File: src/rtl/dspch_inst_queue.sv
// In-order dual-width instruction queue between decode and dispatch.
// Optional NOP_SQUASH_EN: valid nop bundles (bit 63) are dropped at enqueue instead of being stored.

module dspch_iq_entry #(
  parameter int W = 64
) (
  input  logic         clk,
  input  logic         we0,
  input  logic         we1,
  input  logic [W-1:0] d0,
  input  logic [W-1:0] d1,
  output logic [W-1:0] q
);
  // Storage is intentionally not reset; validity is tracked by the occupancy count.
  always_ff @(posedge clk) begin
    if (we0)      q <= d0;
    else if (we1) q <= d1;
  end
endmodule

module dspch_inst_queue #(
  parameter  int DEPTH = 8,
  localparam int PTR_W = $clog2(DEPTH)
) (
  input  logic             clk,
  input  logic             rst_n,
  input  logic             flush,
  input  logic [1:0]       in_valid,
  input  logic [63:0]      in_inst1,
  input  logic [63:0]      in_inst2,
  output logic             in_ready,
  output logic             out_valid1,
  output logic             out_valid2,
  output logic [63:0]      out_inst1,
  output logic [63:0]      out_inst2,
  input  logic [1:0]       dspch_cnt,
  output logic [PTR_W:0]   q_count
);
  localparam int CNT_W = PTR_W + 1;

  logic [PTR_W-1:0]            r_rd_ptr, r_wr_ptr;
  logic [CNT_W-1:0]            r_count;
  logic [DEPTH-1:0][63:0]      w_mem;
  logic [PTR_W-1:0]            w_wr_nxt1, w_rd_nxt1;
  logic                        w_fire, w_keep1, w_keep2;
  logic                        w_slot0_en, w_slot1_en;
  logic [63:0]                 w_wd0, w_wd1;
  logic [1:0]                  w_enq_n, w_req, w_deq_n;

  // Readiness looks only at the registered count, so a same-cycle dequeue never opens the gate.
  assign in_ready = (r_count <= CNT_W'(DEPTH - 2));
  assign w_fire   = in_ready & in_valid[0] & ~flush;

`ifdef NOP_SQUASH_EN
  assign w_keep1 = w_fire & ~in_inst1[63];
  assign w_keep2 = w_fire & in_valid[1] & ~in_inst2[63];
  assign w_wd0   = w_keep1 ? in_inst1 : in_inst2;
`else
  assign w_keep1 = w_fire;
  assign w_keep2 = w_fire & in_valid[1];
  assign w_wd0   = in_inst1;
`endif
  assign w_wd1 = in_inst2;

  // Surviving bundles are packed: slot0 at wr_ptr, slot1 at wr_ptr+1.
  assign w_slot0_en = w_keep1 | w_keep2;
  assign w_slot1_en = w_keep1 & w_keep2;
  assign w_enq_n    = {1'b0, w_keep1} + {1'b0, w_keep2};
  assign w_wr_nxt1  = r_wr_ptr + PTR_W'(1);
  assign w_rd_nxt1  = r_rd_ptr + PTR_W'(1);

  genvar gi;
  generate
    for (gi = 0; gi < DEPTH; gi++) begin : g_ent
      dspch_iq_entry #(.W(64)) u_ent (
        .clk (clk),
        .we0 (w_slot0_en & (r_wr_ptr  == PTR_W'(gi))),
        .we1 (w_slot1_en & (w_wr_nxt1 == PTR_W'(gi))),
        .d0  (w_wd0),
        .d1  (w_wd1),
        .q   (w_mem[gi])
      );
    end
  endgenerate

  // A request of 3 means 2; requests beyond occupancy are clamped.
  always_comb begin
    w_req = (dspch_cnt == 2'd0) ? 2'd0 : (dspch_cnt == 2'd1) ? 2'd1 : 2'd2;
    w_deq_n = w_req;
    if (r_count < CNT_W'(w_req)) w_deq_n = r_count[1:0];
  end

  always_ff @(posedge clk or negedge rst_n) begin
    if (!rst_n) begin
      r_rd_ptr <= '0;
      r_wr_ptr <= '0;
      r_count  <= '0;
    end else if (flush) begin
      r_rd_ptr <= '0;
      r_wr_ptr <= '0;
      r_count  <= '0;
    end else begin
      r_wr_ptr <= r_wr_ptr + PTR_W'(w_enq_n);
      r_rd_ptr <= r_rd_ptr + PTR_W'(w_deq_n);
      r_count  <= r_count + CNT_W'(w_enq_n) - CNT_W'(w_deq_n);
    end
  end

  assign out_valid1 = (r_count != '0);
  assign out_valid2 = (r_count >= CNT_W'(2));
  assign out_inst1  = out_valid1 ? w_mem[r_rd_ptr]  : '0;
  assign out_inst2  = out_valid2 ? w_mem[w_rd_nxt1] : '0;
  assign q_count    = r_count;
endmodule

File: config.mk
export PLATFORM = sky130hd
export DESIGN_NAME = dspch_inst_queue
export DESIGN_NICKNAME = d
export VERILOG_FILES = /design/src/rtl/dspch_inst_queue.sv
export SDC_FILE = /design/constraint.sdc
export NUM_CORES = 1
export LEC_CHECK = 0
export ABC_CLOCK_PERIOD_IN_PS = 8100
export BUFFER_PORTS_ARGS = -buffer_cell sky130_fd_sc_hd__buf_2
export CELL_PAD_IN_SITES_DETAIL_PLACEMENT = 0
export CELL_PAD_IN_SITES_GLOBAL_PLACEMENT = 1
export CORE_ASPECT_RATIO = 0.7
export CORE_MARGIN = 4
export CORE_UTILIZATION = 46
export CTS_CLUSTER_SIZE = 24
export DETAILED_ROUTE_END_ITERATION = 16
export PLACE_DENSITY_LB_ADDON = 0.1
export SYNTH_ARGS = -nofsm -noshare
export SYNTH_HDL_FRONTEND = slang
export SYNTH_HIERARCHICAL = 1
export SYNTH_SLANG_ARGS = --single-unit
File: constraint.sdc
create_clock -name clk -period 8.1 [get_ports clk]
set_clock_uncertainty 0.2 [all_clocks]
set_input_delay 1.62 -clock clk [delete_from_list [all_inputs] [get_ports clk]]
set_output_delay 1.62 -clock clk [all_outputs]
set_load 0.02 [all_outputs]
==> out/qor.yml <==
finish:
  final_common_cell: "edfxtp_1"
  most-common-layout-cells: "512 x edfxtp_1, 392 x mux2_4, 269 x buf_2, 256 x mux4_2, 128 x a22o_1"
  fin_nets: 2026
  area_delta_synth_final_pct: 11.1
  fillers: 5430
  layout-drive-gt1-share_pct: 61.0
  seq_area_mm2: 0.0156
  finalInstanceArea_mm2: 0.0350
  multi_input_area_mm2: 0.0149
logic_synthesis:
  synth_top_family_by_area: "multiplexers"
  synthAdderAreaFrac_pct: 0.730
  yosys.area_share.simple_pct: 0.941
  yosys.area_share.xor_xnor_pct: 0.111
  synth-compound-area-share_pct: 3.79
  yosysTopAreaCellShare_pct: 48.8
  synth_area_leaders: "edfxtp_1 49%, mux2_4 19%, mux4_2 18%"
  yosysWarnings: 6
  netlist_area_mm2: 0.0315
  ys_seq_area_share_pct: 49.6
  avgSynthCellArea_um2: 19.1
  syn_inst: 1653
  async_reset_ff_share_pct: 1.92
  syn_nets: 1804
  synth_mux_area_share_pct: 41.3
  synth_cell_types: 40
  synth-edff-count: 512
  ys.flop_type: "edfxtp_1"
  synth_top_area_cell: "edfxtp_1"
  ys_seq_elements: 522
sta:
  rsz0062_at_grt: "no"
  drv_slew: 0
  worst_slew_pin_slew_ns: 1.12
  layout_min_cycle_time_ns: 5.64
  finalHoldViolations: 0
  finalSetupTns_ns: 0
  setup_viol: 0
  worst_slack_ns: 2.46
  slew_headroom_pct: 25.3
  fmax_mhz: 177
  fin_crit_sh_pct: 69.7
clock_network:
  cts_buffers: 54
  cts_tree: "built"
  cts_num_sinks: 522
  clk_pin_slew_ns: 0.06
  clk_latency_ns: 0.59
  postCtsHoldBufs: 0
  post_cts_buffers: 0
  htree_levels: 2
  root_buffer: "clkbuf_16"
  cts_buffer_depth: 3
  post_cts_resized: 0
floorplanning:
  dieHeight_um: 227
  ios: 270
  start_util_pct: 47.0
  dieWidth_um: 321
  core_area_mm2: 0.0671
  fp.dieArea_mm2: 0.0728
  rows: 79
global_routing:
  groute.usage.overall_pct: 23.6
  grt-ovfl-total: 0
  grt_max_degree: 146
  grt_pass1_vias: 18370
  grt_pass1_wl_mm: 126
  antenna_found_initial: 12
place:
  pre_cts_ws_ns: 3.02
  io_buffers: 269
  place_congestion: 0.750
  dp_hpwl_mm: 48.8
  placed_area_mm2: 0.0333
worst_setup_path:
  reg2reg_to: "g_ent[4].u_ent/q[62]$_DFFE_PP_"
  endpoint: "out_inst2[27]"
  worst-endpoint-arrival_ns: 3.82
  cp.required_ns: 6.28
  end_kind: "primary output"
  cp_max_fo: 37
  path_cells: "ha_4, xor2_1, and2_4, buf_4, a22o_1, buf_2"
  reg2reg_setup_slack_ns: 4.25
  worst_setup_path_start_kind: "flip-flop"
  cp-startpoint: "r_rd_ptr[1]$_DFF_PN0_"
  path_class: "reg -> out"
  timing.rr.start: "q_count[3]$_DFF_PN0_"
  slowest_delay_ns: 0.85
  rr_worst_depth: 8
  slowest_stage: "dfrtp_4"
power_and_ir_drop:
  powerDensity_mw_per_mm2: 315
  power.sequential.fraction_pct: 29.1
  pwr-share-comb_pct: 48.8
  p_switching_mw: 4.18
  internal_power_mw: 6.87
  irDropWorstVdd_mv: 0.352
  power.share.clock_pct: 22.0
  p_leak_nw: 12.4
  netSwitchingFraction_pct: 37.8
drt:
  drc: 0
  drt_iter0_drc: 1460
  drt_pre_antenna_iters: 5
  dr_total_vias: 17569
  viasPerCell: 6.24
  ant_nets: 0
  avgRoutedWirePerCell_um: 31.1
  wl_mm: 87.5
job:
  drv_cap: 0
hold_path:
  hold_path_class: "reg -> reg"
  hold_depth: 2
outcome:
  status: "finished clean"
==> metrics by stage <==
step,power [mW],hold WS [ns],std cells,util (%)
after floorplan,7.09,0.369,1653,-
after global placement,8.71,0.490,2710,49.6
after detailed placement,8.75,0.484,2710,49.6
after CTS,11.2,0.499,2808,52.2
after global routing,11.6,0.578,2812,52.2
final,11.0,0.498,2816,52.2
==> critical path, delay by kind of cell, from the launching register on <==
| kind | cells | cell delay (ns) |
|---|---|---|
| buf+inv | 2 | 0.93 |
| flops | 1 | 0.85 |
| simple gates | 1 | 0.57 |
| compound gates | 1 | 0.33 |
| xor+xnor | 1 | 0.28 |
| fa+ha+maj | 1 | 0.22 |
==> worst min-delay path by stage <==
| stage | start | to | slack, ns |
|---|---|---|---|
| floorplan | r_rd_ptr[2]$_DFF_PN0_ | r_rd_ptr[2]$_DFF_PN0_ | 0.37 |
| global placement | r_rd_ptr[2]$_DFF_PN0_ | r_rd_ptr[2]$_DFF_PN0_ | 0.49 |
| detailed placement | r_rd_ptr[2]$_DFF_PN0_ | r_rd_ptr[2]$_DFF_PN0_ | 0.48 |
| CTS | r_rd_ptr[2]$_DFF_PN0_ | r_rd_ptr[2]$_DFF_PN0_ | 0.50 |
| global route | r_rd_ptr[2]$_DFF_PN0_ | r_rd_ptr[2]$_DFF_PN0_ | 0.58 |
| finish | r_rd_ptr[2]$_DFF_PN0_ | r_rd_ptr[2]$_DFF_PN0_ | 0.50 |
==> sequential cells by signal, indices dropped and copies added, names as in the netlist <==
register / cells
g_ent.u_ent/q: 512
q_count: 4
r_rd_ptr: 3
r_wr_ptr: 3
==> cells by family after synthesis <==
kind of cell / Yosys count
simple gates: 51
compound gates: 138
flops: 522
mux: 769
buf+inv: 153
fa+ha+maj: 16
xor+xnor: 4
==> area by class of cell <==
type	instances	share of cell area, %
antenna	8	0.0572
clock buffer	77	4.28
clock inverter	21	0.561
inverter	13	0.139
multi-input combinational	978	42.4
sequential	522	44.6
tap	891	3.18
timing repair buffer	306	4.71
==> metal layers <==
metal | up-vias | global-route usage (%) | wire [µm]
met5 | - | 0 | 43
met4 | 8 | 5.47 | 1720
met1 | 9451 | 32.2 | 36800
li1 | 7440 | - | -
met2 | 559 | 40.8 | 43900
met3 | 111 | 3.36 | 5000
==> cells in the mapped netlist, drive strengths merged (6+ instances only) <==
master and number:
mux2 513, or2 8, nor3 8, buf 122, inv 13, mux4 256
ha 12, nor2b 9, clkbuf 18, edfxtp 512, nor2 6, dfrtp 10
a22o 128
==> power groups by stage <==
stage | logic [mW] | clock network, mW | registers (mW)
after floorplan | 3.89 | 0 | 3.20
after global placement | 5.45 | 0 | 3.27
after detailed placement | 5.47 | 0 | 3.28
after CTS | 5.48 | 2.49 | 3.22
after global routing | 5.71 | 2.61 | 3.23
final | 5.40 | 2.43 | 3.22
Power figures use the tool's default switching activity.
